## src/rtl/controlador_carga_blocos_pkg.sv

```systemverilog
// ============================================================================
// controlador_carga_blocos_pkg
// Shared encodings for the HD <-> RAM block transfer controller.
// Revision: 1.0
// ============================================================================
`default_nettype none

package controlador_carga_blocos_pkg;

  localparam int N_BLOCOS_RAM = 16;
  localparam int RAM_BLK_W    = 4;
  localparam int VALID_BIT    = 31;
  localparam int NOME_W       = 31;

  typedef enum logic [1:0] {
    OP_NOP    = 2'b00,
    OP_CARGA  = 2'b01,
    OP_WB     = 2'b10,
    OP_LIBERA = 2'b11
  } op_t;

  typedef enum logic [1:0] {
    IDLE  = 2'd0,
    BUSCA = 2'd1,
    COPIA = 2'd2,
    FIM   = 2'd3
  } estado_t;

  // Header word layout: bit 31 = valid, bits 30:0 = block name.
  function automatic logic [31:0] monta_cabecalho(input logic valido,
                                                  input logic [NOME_W-1:0] nome);
    return {valido, nome};
  endfunction

endpackage

`default_nettype wire

```

## src/rtl/controlador_carga_blocos_tabela_cabecalhos.sv

```systemverilog
// ============================================================================
// tabela_cabecalhos
// 16x32 RAM block header register file: one write port, two async read ports.
// Revision: 1.0
// ============================================================================
`default_nettype none

module tabela_cabecalhos
  import controlador_carga_blocos_pkg::*;
(
  input  logic                    clk,
  input  logic                    reset,
  input  logic                    wr_en,
  input  logic [RAM_BLK_W-1:0]    wr_idx,
  input  logic [31:0]             wr_dado,
  input  logic [RAM_BLK_W-1:0]    busca_idx,
  output logic [31:0]             busca_dado,
  input  logic [RAM_BLK_W-1:0]    hdr_idx,
  output logic [31:0]             hdr_dado,
  output logic [N_BLOCOS_RAM-1:0] ocupados
);

  logic [31:0] hdr_q [N_BLOCOS_RAM];
  logic [31:0] hdr_d [N_BLOCOS_RAM];

  always_comb begin
    hdr_d = hdr_q;
    if (wr_en) begin
      hdr_d[wr_idx] = wr_dado;
    end
  end

  always_ff @(posedge clk or posedge reset) begin
    if (reset) begin
      for (int i = 0; i < N_BLOCOS_RAM; i++) begin
        hdr_q[i] <= '0;
      end
    end else begin
      hdr_q <= hdr_d;
    end
  end

  assign busca_dado = hdr_q[busca_idx];
  assign hdr_dado   = hdr_q[hdr_idx];

  for (genvar g = 0; g < N_BLOCOS_RAM; g++) begin : g_ocupados
    assign ocupados[g] = hdr_q[g][VALID_BIT];
  end

endmodule

`default_nettype wire

```

## src/rtl/controlador_carga_blocos.sv

```systemverilog
// ============================================================================
// controlador_carga_blocos
// Sequences load / write-back / free commands between HD and the 16-block RAM.
// Revision: 1.0
// ============================================================================
`default_nettype none

module controlador_carga_blocos
  import controlador_carga_blocos_pkg::*;
#(
  parameter int WORDS_PER_BLOCK = 64,
  parameter int HD_BLOCKS       = 64,
  parameter int OFS_W           = $clog2(WORDS_PER_BLOCK),
  parameter int HDB_W           = $clog2(HD_BLOCKS)
) (
  input  logic                       clk,
  input  logic                       reset,
  input  logic                       cmd_valid,
  output logic                       cmd_ready,
  input  logic [1:0]                 cmd_op,
  input  logic [HDB_W-1:0]           cmd_hd_bloco,
  input  logic [RAM_BLK_W-1:0]       cmd_ram_bloco,
  input  logic [NOME_W-1:0]          cmd_nome,
  output logic [HDB_W+OFS_W-1:0]     hd_addr,
  input  logic [31:0]                hd_rdata,
  output logic [31:0]                hd_wdata,
  output logic                       hd_we,
  output logic [RAM_BLK_W+OFS_W-1:0] ram_addr,
  input  logic [31:0]                ram_rdata,
  output logic [31:0]                ram_wdata,
  output logic                       ram_we,
  output logic                       done,
  output logic                       erro,
  output logic [RAM_BLK_W-1:0]       bloco_resultado,
  output logic [N_BLOCOS_RAM-1:0]    ocupados,
  input  logic [RAM_BLK_W-1:0]       hdr_idx,
  output logic [31:0]                hdr_dado
);

  // The copy runs offsets 0..W, so the counter carries one extra bit.
  localparam logic [OFS_W:0] OFS_FIM = (OFS_W+1)'(WORDS_PER_BLOCK);

  estado_t               estado_q, estado_d;
  op_t                   op_q, op_d;
  logic [HDB_W-1:0]      hd_bloco_q, hd_bloco_d;
  logic [NOME_W-1:0]     nome_q, nome_d;
  logic [RAM_BLK_W-1:0]  bloco_q, bloco_d;
  logic [RAM_BLK_W-1:0]  cursor_q, cursor_d;
  logic [OFS_W:0]        ofs_q, ofs_d;
  logic                  erro_q, erro_d;

  logic                  tab_we;
  logic [RAM_BLK_W-1:0]  tab_idx;
  logic [31:0]           tab_dado;
  logic [RAM_BLK_W-1:0]  busca_idx;
  logic [31:0]           busca_dado;

  tabela_cabecalhos u_tabela (
    .clk        (clk),
    .reset      (reset),
    .wr_en      (tab_we),
    .wr_idx     (tab_idx),
    .wr_dado    (tab_dado),
    .busca_idx  (busca_idx),
    .busca_dado (busca_dado),
    .hdr_idx    (hdr_idx),
    .hdr_dado   (hdr_dado),
    .ocupados   (ocupados)
  );

  // While idle the scan port looks at the commanded block (write-back/free check).
  assign busca_idx = (estado_q == IDLE) ? cmd_ram_bloco : cursor_q;

  always_ff @(posedge clk or posedge reset) begin
    if (reset) begin
      estado_q   <= IDLE;
      op_q       <= OP_NOP;
      hd_bloco_q <= '0;
      nome_q     <= '0;
      bloco_q    <= '0;
      cursor_q   <= '0;
      ofs_q      <= '0;
      erro_q     <= 1'b0;
    end else begin
      estado_q   <= estado_d;
      op_q       <= op_d;
      hd_bloco_q <= hd_bloco_d;
      nome_q     <= nome_d;
      bloco_q    <= bloco_d;
      cursor_q   <= cursor_d;
      ofs_q      <= ofs_d;
      erro_q     <= erro_d;
    end
  end

  always_comb begin
    estado_d   = estado_q;
    op_d       = op_q;
    hd_bloco_d = hd_bloco_q;
    nome_d     = nome_q;
    bloco_d    = bloco_q;
    cursor_d   = cursor_q;
    ofs_d      = ofs_q;
    erro_d     = erro_q;
    tab_we     = 1'b0;
    tab_idx    = '0;
    tab_dado   = '0;

    case (estado_q)
      IDLE: begin
        if (cmd_valid) begin
          op_d       = op_t'(cmd_op);
          hd_bloco_d = cmd_hd_bloco;
          nome_d     = cmd_nome;
          bloco_d    = cmd_ram_bloco;
          cursor_d   = '0;
          ofs_d      = '0;
          erro_d     = 1'b0;
          case (op_t'(cmd_op))
            OP_CARGA: begin
              bloco_d  = '0;
              estado_d = BUSCA;
            end
            OP_WB: begin
              if (busca_dado[VALID_BIT]) begin
                estado_d = COPIA;
              end else begin
                erro_d   = 1'b1;
                estado_d = FIM;
              end
            end
            OP_LIBERA: begin
              erro_d   = ~busca_dado[VALID_BIT];
              tab_we   = 1'b1;
              tab_idx  = cmd_ram_bloco;
              tab_dado = monta_cabecalho(1'b0, busca_dado[NOME_W-1:0]);
              estado_d = FIM;
            end
            default: estado_d = FIM;
          endcase
        end
      end

      BUSCA: begin
        if (!busca_dado[VALID_BIT]) begin
          tab_we   = 1'b1;
          tab_idx  = cursor_q;
          tab_dado = monta_cabecalho(1'b1, nome_q);
          bloco_d  = cursor_q;
          ofs_d    = '0;
          estado_d = COPIA;
        end else if (cursor_q == RAM_BLK_W'(N_BLOCOS_RAM - 1)) begin
          erro_d   = 1'b1;
          estado_d = FIM;
        end else begin
          cursor_d = cursor_q + RAM_BLK_W'(1);
        end
      end

      COPIA: begin
        if (ofs_q == OFS_FIM) begin
          estado_d = FIM;
        end else begin
          ofs_d = ofs_q + (OFS_W+1)'(1);
        end
      end

      default: estado_d = IDLE;
    endcase
  end

  logic             em_copia;
  logic             escrevendo;
  logic [OFS_W-1:0] ofs_rd;
  logic [OFS_W-1:0] ofs_wr;

  // Read address leads by one offset; the write trails it by the memory latency.
  assign em_copia   = (estado_q == COPIA);
  assign escrevendo = em_copia && (ofs_q != '0);
  assign ofs_rd     = ofs_q[OFS_W-1:0];
  assign ofs_wr     = ofs_rd - OFS_W'(1);

  always_comb begin
    hd_addr   = '0;
    ram_addr  = '0;
    hd_we     = 1'b0;
    ram_we    = 1'b0;
    hd_wdata  = '0;
    ram_wdata = '0;
    if (em_copia) begin
      if (op_q == OP_CARGA) begin
        hd_addr  = {hd_bloco_q, ofs_rd};
        ram_addr = {bloco_q, ofs_wr};
        ram_we   = escrevendo;
        if (escrevendo) begin
          ram_wdata = hd_rdata;
        end
      end else begin
        ram_addr = {bloco_q, ofs_rd};
        hd_addr  = {hd_bloco_q, ofs_wr};
        hd_we    = escrevendo;
        if (escrevendo) begin
          hd_wdata = ram_rdata;
        end
      end
    end
  end

  assign cmd_ready       = (estado_q == IDLE);
  assign done            = (estado_q == FIM);
  assign erro            = done & erro_q;
  assign bloco_resultado = bloco_q;

endmodule

`default_nettype wire

```

## config.mk

```make
export PLATFORM = sky130hd
export DESIGN_NAME = controlador_carga_blocos
export DESIGN_NICKNAME = d
export VERILOG_FILES = /design/src/rtl/controlador_carga_blocos_pkg.sv /design/src/rtl/controlador_carga_blocos_tabela_cabecalhos.sv /design/src/rtl/controlador_carga_blocos.sv
export SDC_FILE = /design/constraint.sdc
export NUM_CORES = 2
export LEC_CHECK = 0
export CAP_MARGIN = 25
export CORE_MARGIN = 3
export CORE_UTILIZATION = 25
export CTS_CLUSTER_DIAMETER = 60
export DETAILED_ROUTE_END_ITERATION = 12
export SLEW_MARGIN = 15
export SYNTH_ARGS = -nofsm -noshare
export SYNTH_HDL_FRONTEND = slang
export SYNTH_SLANG_ARGS = --single-unit
```

## constraint.sdc

```tcl
create_clock -name clk -period 26.8 [get_ports clk]
set_clock_uncertainty 0.05 [all_clocks]
set_input_delay 5.36 -clock clk [delete_from_list [all_inputs] [get_ports clk]]
set_output_delay 5.36 -clock clk [all_outputs]
set_load 0.05 [all_outputs]
```

==> key figures <==
Synth
  • Post-synthesis simple-gate area fraction: 4.06%
  • Seq/Total Area, Yosys: 46.1%
  • #FFs+latches synth: 569
  • Number of synthesized flops with an enable pin: 0
  • Post-Synth XOR/XNOR Area: 0.312%
  • Synth top area cells: dfrtp_1, mux4_2, mux2_2, mux2i_1, and2_1
  • Yosys top cell area share: 46.1%
  • Syn Area/Cell: 14.8 sq um
  • Most instantiated library cell after synthesis: dfrtp_1
  • Post-synthesis mux area share: 43.4%
  • Post-Synthesis Cell Area: 30900 sq um
  • Synthesized Nets: 2206
  • Commonest cells post-synth: dfrtp_1, mux2_2, mux4_2, clkbuf_1, nand2_1
  • Top cell type by total area after synthesis: dfrtp_1
  • Ys flop type: dfrtp_1
  • Post-synthesis async set-or-reset flop share: 100%
  • Post-Synthesis Cells: 2080
  • Post-Synth Adder-Cell Area: 0.486%
  • Largest family of logic cells by synthesized area: multiplexers
  • Ys Warns: 0
  • Post-synthesis compound-gate area fraction: 2.41%
  • Cell variety after synth: 53

Routing
  • Vias: 19687
  • # DRC: 0
  • Iteration-0 DRC Markers: 1529
  • DR vias/cell: 5.01
  • Routed WL: 93400 microns
  • Iteration count of the initial detailed-routing pass: 5
  • Post-route ant nets: 0
  • Routed WL per cell: 23.8 microns

Run
  • Maxcap violations: 0

Timing
  • Hold Violations, Final: 0
  • Setup violators final: 0
  • Final period util: 53.6%
  • Hold_ws: 0.447 ns
  • Final WS setup: 12.44 ns
  • Fin crit period: 14.36 ns
  • Post-route setup TNS: 0 ns
  • Max transition margin: 22.9%
  • Max Slew Vio Count: 0
  • RSZ-0062 raised after global routing: false
  • Tightest Pin Transition: 1.16 ns
  • Fmax: 69.7 MHz

Power and ir drop
  • Leakage: 16.7 nW
  • Pwr dens: 94.2 nW/um^2
  • Worst vdd ir: 101 uV
  • Power Total: 3.55 mW

Worst setup path
  • R2r setup slk: 20.55 ns
  • Critical path arrival: 8.95 ns
  • Critical Path RT: 21.39 ns
  • Critical Path Start Type: input pin
  • CP Max Fanout: 80
  • Critical path endpoint category: output pin
  • WS Path Type: input pin to output pin

Floorplan
  • Die height: 357 microns
  • Row count: 128
  • Initial Util: 25.3%
  • Core footprint: 122000 sq um
  • Die Area: 128000 sq um
  • Io pins: 257
  • Die W: 357 microns

Clock tree
  • Worst-skew pair later-pin latency: 0.63 ns
  • Num CTS Buffers: 75
  • CTS tree: built
  • Post-CTS setup buffers: 0
  • Sink Count: 569
  • CTS Hold Bufs: 0
  • Htree depth: 3
  • Reg clk slew, reported paths: 0.06 ns
  • CTS max path bufs: 3
  • Root buffer cell: clkbuf_16
  • Resized Gates After CTS: 0

Place
  • I/O Buffers: 256
  • Post-detailed-placement half-perimeter wirelength: 54800 microns
  • Placed insts: 3787
  • GP Congestion: 0.748
  • Dpl cell area: 35000 sq um
  • Post-place setup slack: 12.34 ns

Cells and area
  • Area delta synth->final: 22.2%
  • Final Instance Area: 37700 sq um
  • Final Util: 30.9%
  • Number of fill cells in the layout: 12057
  • Cell Count, Final, Fillers Out: 3926
  • Final net count: 2368
  • Layout cells sized above 1: 44.3%

Global routing
  • Number of global-route vias before repair: 19861
  • GRT Residual Overflow: 0
  • Largest net degree at the start of global routing: 186
  • Gr usage total: 14.6%
  • First-pass GRT wire length: 139000 microns
  • Initial antenna violation count: 0

Outcome
  • Status: completed

Worst hold path
  • Worst hold path type: register to register
[power by group]
group	total (mW)	leakage, nW	switching [mW]	internal (mW)
sequential	1.17	7.80	0.148	1.03
clock	1.07	1.31	0.409	0.662
combinational	1.31	7.61	0.740	0.570
total	3.55	16.7	1.30	2.26
[flip-flops by register name, indices dropped and copies added, names as in the netlist]
signal,flops
bloco_resultado,4
cursor_q,4
erro_q,1
estado_q,2
hd_bloco_q,6
nome_q,31
ofs_q,7
op_q,2
u_tabela.hdr_q,496
u_tabela.ocupados,16
[worst max-delay path, cell delays in order]
cell and delay, ns:
clkbuf_8 0.73, buf_4 0.86, mux4_2 0.61, mux4_2 0.57, clkdlybuf4s50_1 0.74
[cell usage in the layout, fill, tap and decap left out, types with 4 or more instances in the layout]
cell | synthesis | final
mux2_1 | 21 | 21
inv_6 | 0 | 10
nor3_1 | 6 | 4
buf_4 | 21 | 41
nor2_1 | 37 | 34
nor4_1 | 4 | 4
xnor2_1 | 5 | 5
a211oi_1 | 4 | 4
clkbuf_8 | 0 | 14
a21oi_1 | 15 | 14
mux2i_4 | 0 | 4
o31ai_1 | 4 | 4
nand3_1 | 13 | 13
xor2_1 | 6 | 6
clkinv_2 | 0 | 7
mux4_2 | 287 | 287
clkdlybuf4s50_1 | 0 | 252
clkbuf_16 | 0 | 76
nand2_1 | 89 | 87
clkbuf_1 | 111 | 11
nand2b_1 | 8 | 6
a32o_1 | 33 | 33
and3_1 | 5 | 4
mux2_2 | 532 | 532
ha_1 | 12 | 12
mux2i_1 | 70 | 66
dfrtp_1 | 569 | 569
bufinv_16 | 0 | 10
a22o_1 | 5 | 5
inv_1 | 15 | 14
o21ai_0 | 16 | 16
and2_1 | 76 | 76
[layout make-up]
| cell class | instances | area, sq um | area share, % |
|---|---|---|---|
| clock buffers | 100 | 2120 | 5.62 |
| inverters | 16 | 67.6 | 0.179 |
| diodes | 1 | 2.50 | 0.00663 |
| clock inverters | 35 | 552 | 1.46 |
| flip-flops and latches | 569 | 14200 | 37.7 |
| well taps | 1625 | 2030 | 5.39 |
| multi-input cells | 1280 | 15800 | 41.8 |
| repair buffers | 300 | 2930 | 7.75 |
[logic make-up after synthesis]
kind of cell | count (synthesis)
DFF | 569
muxes | 910
xor gates and xnor gates | 11
and+or+nand+nor | 252
adders and majority gates | 12
buffers and inverters | 231
AOI/OAI and AO/OA | 95
[routing by layer]
layer,vias to the layer above,track usage [%],share of wire (%)
met3,122,3.30,7.7
met4,0,3.82,2.0
li1,8269,-,-
met1,10521,20.2,44
met5,-,0,0
met2,775,23.0,46
[path summary, 6_finish.rpt]
kind                                     from                   to  cells past startpoint
worst max register to register    estado_q[0]  u_tabela.hdr_q[176]                     12
max in group asynchronous               reset  u_tabela.hdr_q[272]                      4
worst max-delay path               hdr_idx[0]         hdr_dado[20]                      5
min in group asynchronous               reset        hd_bloco_q[4]                      2
worst min-delay path            hd_bloco_q[5]        hd_bloco_q[5]                      1
worst min register to register  hd_bloco_q[5]        hd_bloco_q[5]                      1
Power figures use the tool's default switching activity.
==> patch, RTL diff (same settings) <==
Encoding of `estado_t`: now one-hot (4 bits for 4 values).
--- a/src/rtl/controlador_carga_blocos_pkg.sv
+++ b/src/rtl/controlador_carga_blocos_pkg.sv
@@ -19,11 +19,11 @@
     OP_LIBERA = 2'b11
   } op_t;
 
-  typedef enum logic [1:0] {
-    IDLE  = 2'd0,
-    BUSCA = 2'd1,
-    COPIA = 2'd2,
-    FIM   = 2'd3
+  typedef enum logic [3:0] {
+    IDLE  = 4'b0001,
+    BUSCA = 4'b0010,
+    COPIA = 4'b0100,
+    FIM   = 4'b1000
   } estado_t;
 
   // Header word layout: bit 31 = valid, bits 30:0 = block name.
Check against the original RTL: same outputs for any inputs over 4 cycles, from zero or initial values and one cycle with reset high; so few cycles prove little.
==> patch against the original RTL <==
  * Synthesized cell count grew 31%
  * Worst setup slack gained 0.091 ns
  * Largest power group is now sequential cells
  * Power shrank 21%
  * Sequential power shrank 6%
  * Synthesized area shrank 2.1%
  * Critical endpoint is now hdr_dado[19]
  * Wire length grew 6.0%
  * Sequential cell count grew 2
  * Maximum frequency grew 0.64%
  * Global-route usage grew 1.1 points
  * Worst hold slack lost 0.029 ns
  * Final area shrank 3.6%
  * Count of clock-buffer cells in the layout shrank 1
==> patch: results (changes against the original RTL) <==
OUTCOME='finished, final reports clean'
FINAL-INSTANCE-COUNT-EXCL-FILL=4478  # +14%
CPPEAKSTAGEDELAY_NS=0.83  # -0.03 ns
PATH_MAX_FANOUT=81  # +1.3%
FINAL.MIN_CLOCK_PERIOD_NS=14.27  # -0.0907 ns
SW_FRAC_OF_TOTAL=0.332  # -0.0332
NON_CLOCK_BUFFER_AREA_SHARE=0.0799  # +0.00234
R2R_SLACK_NS=20.90  # +0.35 ns
SYN_AVG_CELL_AREA_UM2=11.1  # -25%
NUM-CLOCK-BUFFERS=99  # -1.0%
GLOBALROUTEMET2UTIL=0.246  # +0.0159
CLOCKPOWERSHARE=0.326  # +0.025
M1WIRELENGTH_UM=42500  # +3.5%
GROUTE.USAGE.OVERALL=0.157  # +0.0108
GRT_ANTENNA_BEFORE_REPAIR=5  # +5
GRT_PASS1_WL_UM=149000  # +7.7%
GP_ROUTABILITY_CONGESTION=0.863  # +15%
DP.CELLS=4357  # +15%
NETLIST_TOP_CELLS_COUNT='570 x sky130_fd_sc_hd__dfrtp_1, 519 x sky130_fd_sc_hd__nand2_1, 284 x sky130_fd_sc_hd__mux4_2, 196 x sky130_fd_sc_hd__o21ai_0, 136 x sky130_fd_sc_hd__o21ai_1'
CLKCELLAREAFRAC=0.0604  # -0.0105
CRITICAL_PATH.REG2REG.STARTPOINT='estado_q[0]'
HOLD-PATH-ENDPOINT='hd_bloco_q[3]'
N_MULTI_INPUT_COMBINATIONAL_CELL=1786  # +40%
ROUTED.TOP_LAYER='met5'
ROUTED-VIA-COUNT=22400  # +14%
DR_WL_MET3_UM=8760  # +22%
REGISTER_AREA_UM2=14300  # +0.36%
WORST_IR_DROP_VDD_V=0.0000642  # -37%
COMB-POWER_uW=801  # -39%
R2R-END='u_tabela.ocupados[0]'
CTS.SINK_COUNT=571  # +0.35%
ANTENNA_CELLS_INSERTED=2  # +1
DETAIL_ROUTE.ITER0.VIOLATIONS=2076  # +36%
SYNTH-SEQ-AREA-SHARE=0.473  # +0.0118
GROUTE.LAYER.MET1.USAGE=0.214  # +0.0121
WIRE_PER_INST_UM=22.1  # -7.1%
WORSTHOLDSTART='hd_bloco_q[3]'
NNONCLKBUFFERS=297  # -1.0%
MET2ROUTEDLENGTH_UM=45400  # +4.7%
-- patch: cell types whose count changed in the layout (fill, tap and decap cells not counted), moves of 34 or more --
cell	before	now
sky130_fd_sc_hd__o21ai_1	1	135
sky130_fd_sc_hd__o21ai_0	16	196
sky130_fd_sc_hd__a22oi_1	0	34
sky130_fd_sc_hd__mux2_2	532	5
sky130_fd_sc_hd__a21oi_1	14	109
sky130_fd_sc_hd__nor2_1	34	129
sky130_fd_sc_hd__nand2_1	87	518
sky130_fd_sc_hd__inv_1	14	101
sky130_fd_sc_hd__mux2i_1	66	107
-- patch: metrics by stage --
step	cell area, um^2	setup WS, ns	util	hold slack, ns	power (mW)
2_1_floorplan	30200	5.42	-	0.387	1.68
3_3_place_gp	34200	12.47	0.287	0.400	1.90
3_5_place_dp	34200	12.40	0.287	0.405	1.92
4_1_cts	36400	12.42	0.306	0.419	2.85
5_1_grt	36400	12.26	0.306	0.434	2.96
6_report	36400	12.53	0.306	0.419	2.82
-- patch: cells by family after synthesis --
kind of cell / synth area share
AO/OA/AOI/OAI: 0.105
XOR/XNOR: 0.00377
adder cells (fa/ha/maj): 0.00290
buffers and inverters: 0.0509
flip-flops: 0.473
multiplexers: 0.250
AND/OR/NAND/NOR: 0.114
-- patch: how the worst max path moves through the flow --
stage / start / endpoint / slack (ns) / cells past startpoint
after floorplan: reset / bloco_resultado[0] / 5.42 / 1
after CTS: hdr_idx[0] / hdr_dado[25] / 12.42 / 5
after detailed placement: hdr_idx[0] / hdr_dado[19] / 12.40 / 5
after global routing: hdr_idx[0] / hdr_dado[19] / 12.26 / 5
final: hdr_idx[0] / hdr_dado[19] / 12.53 / 5
after global placement: hdr_idx[0] / hdr_dado[25] / 12.47 / 5
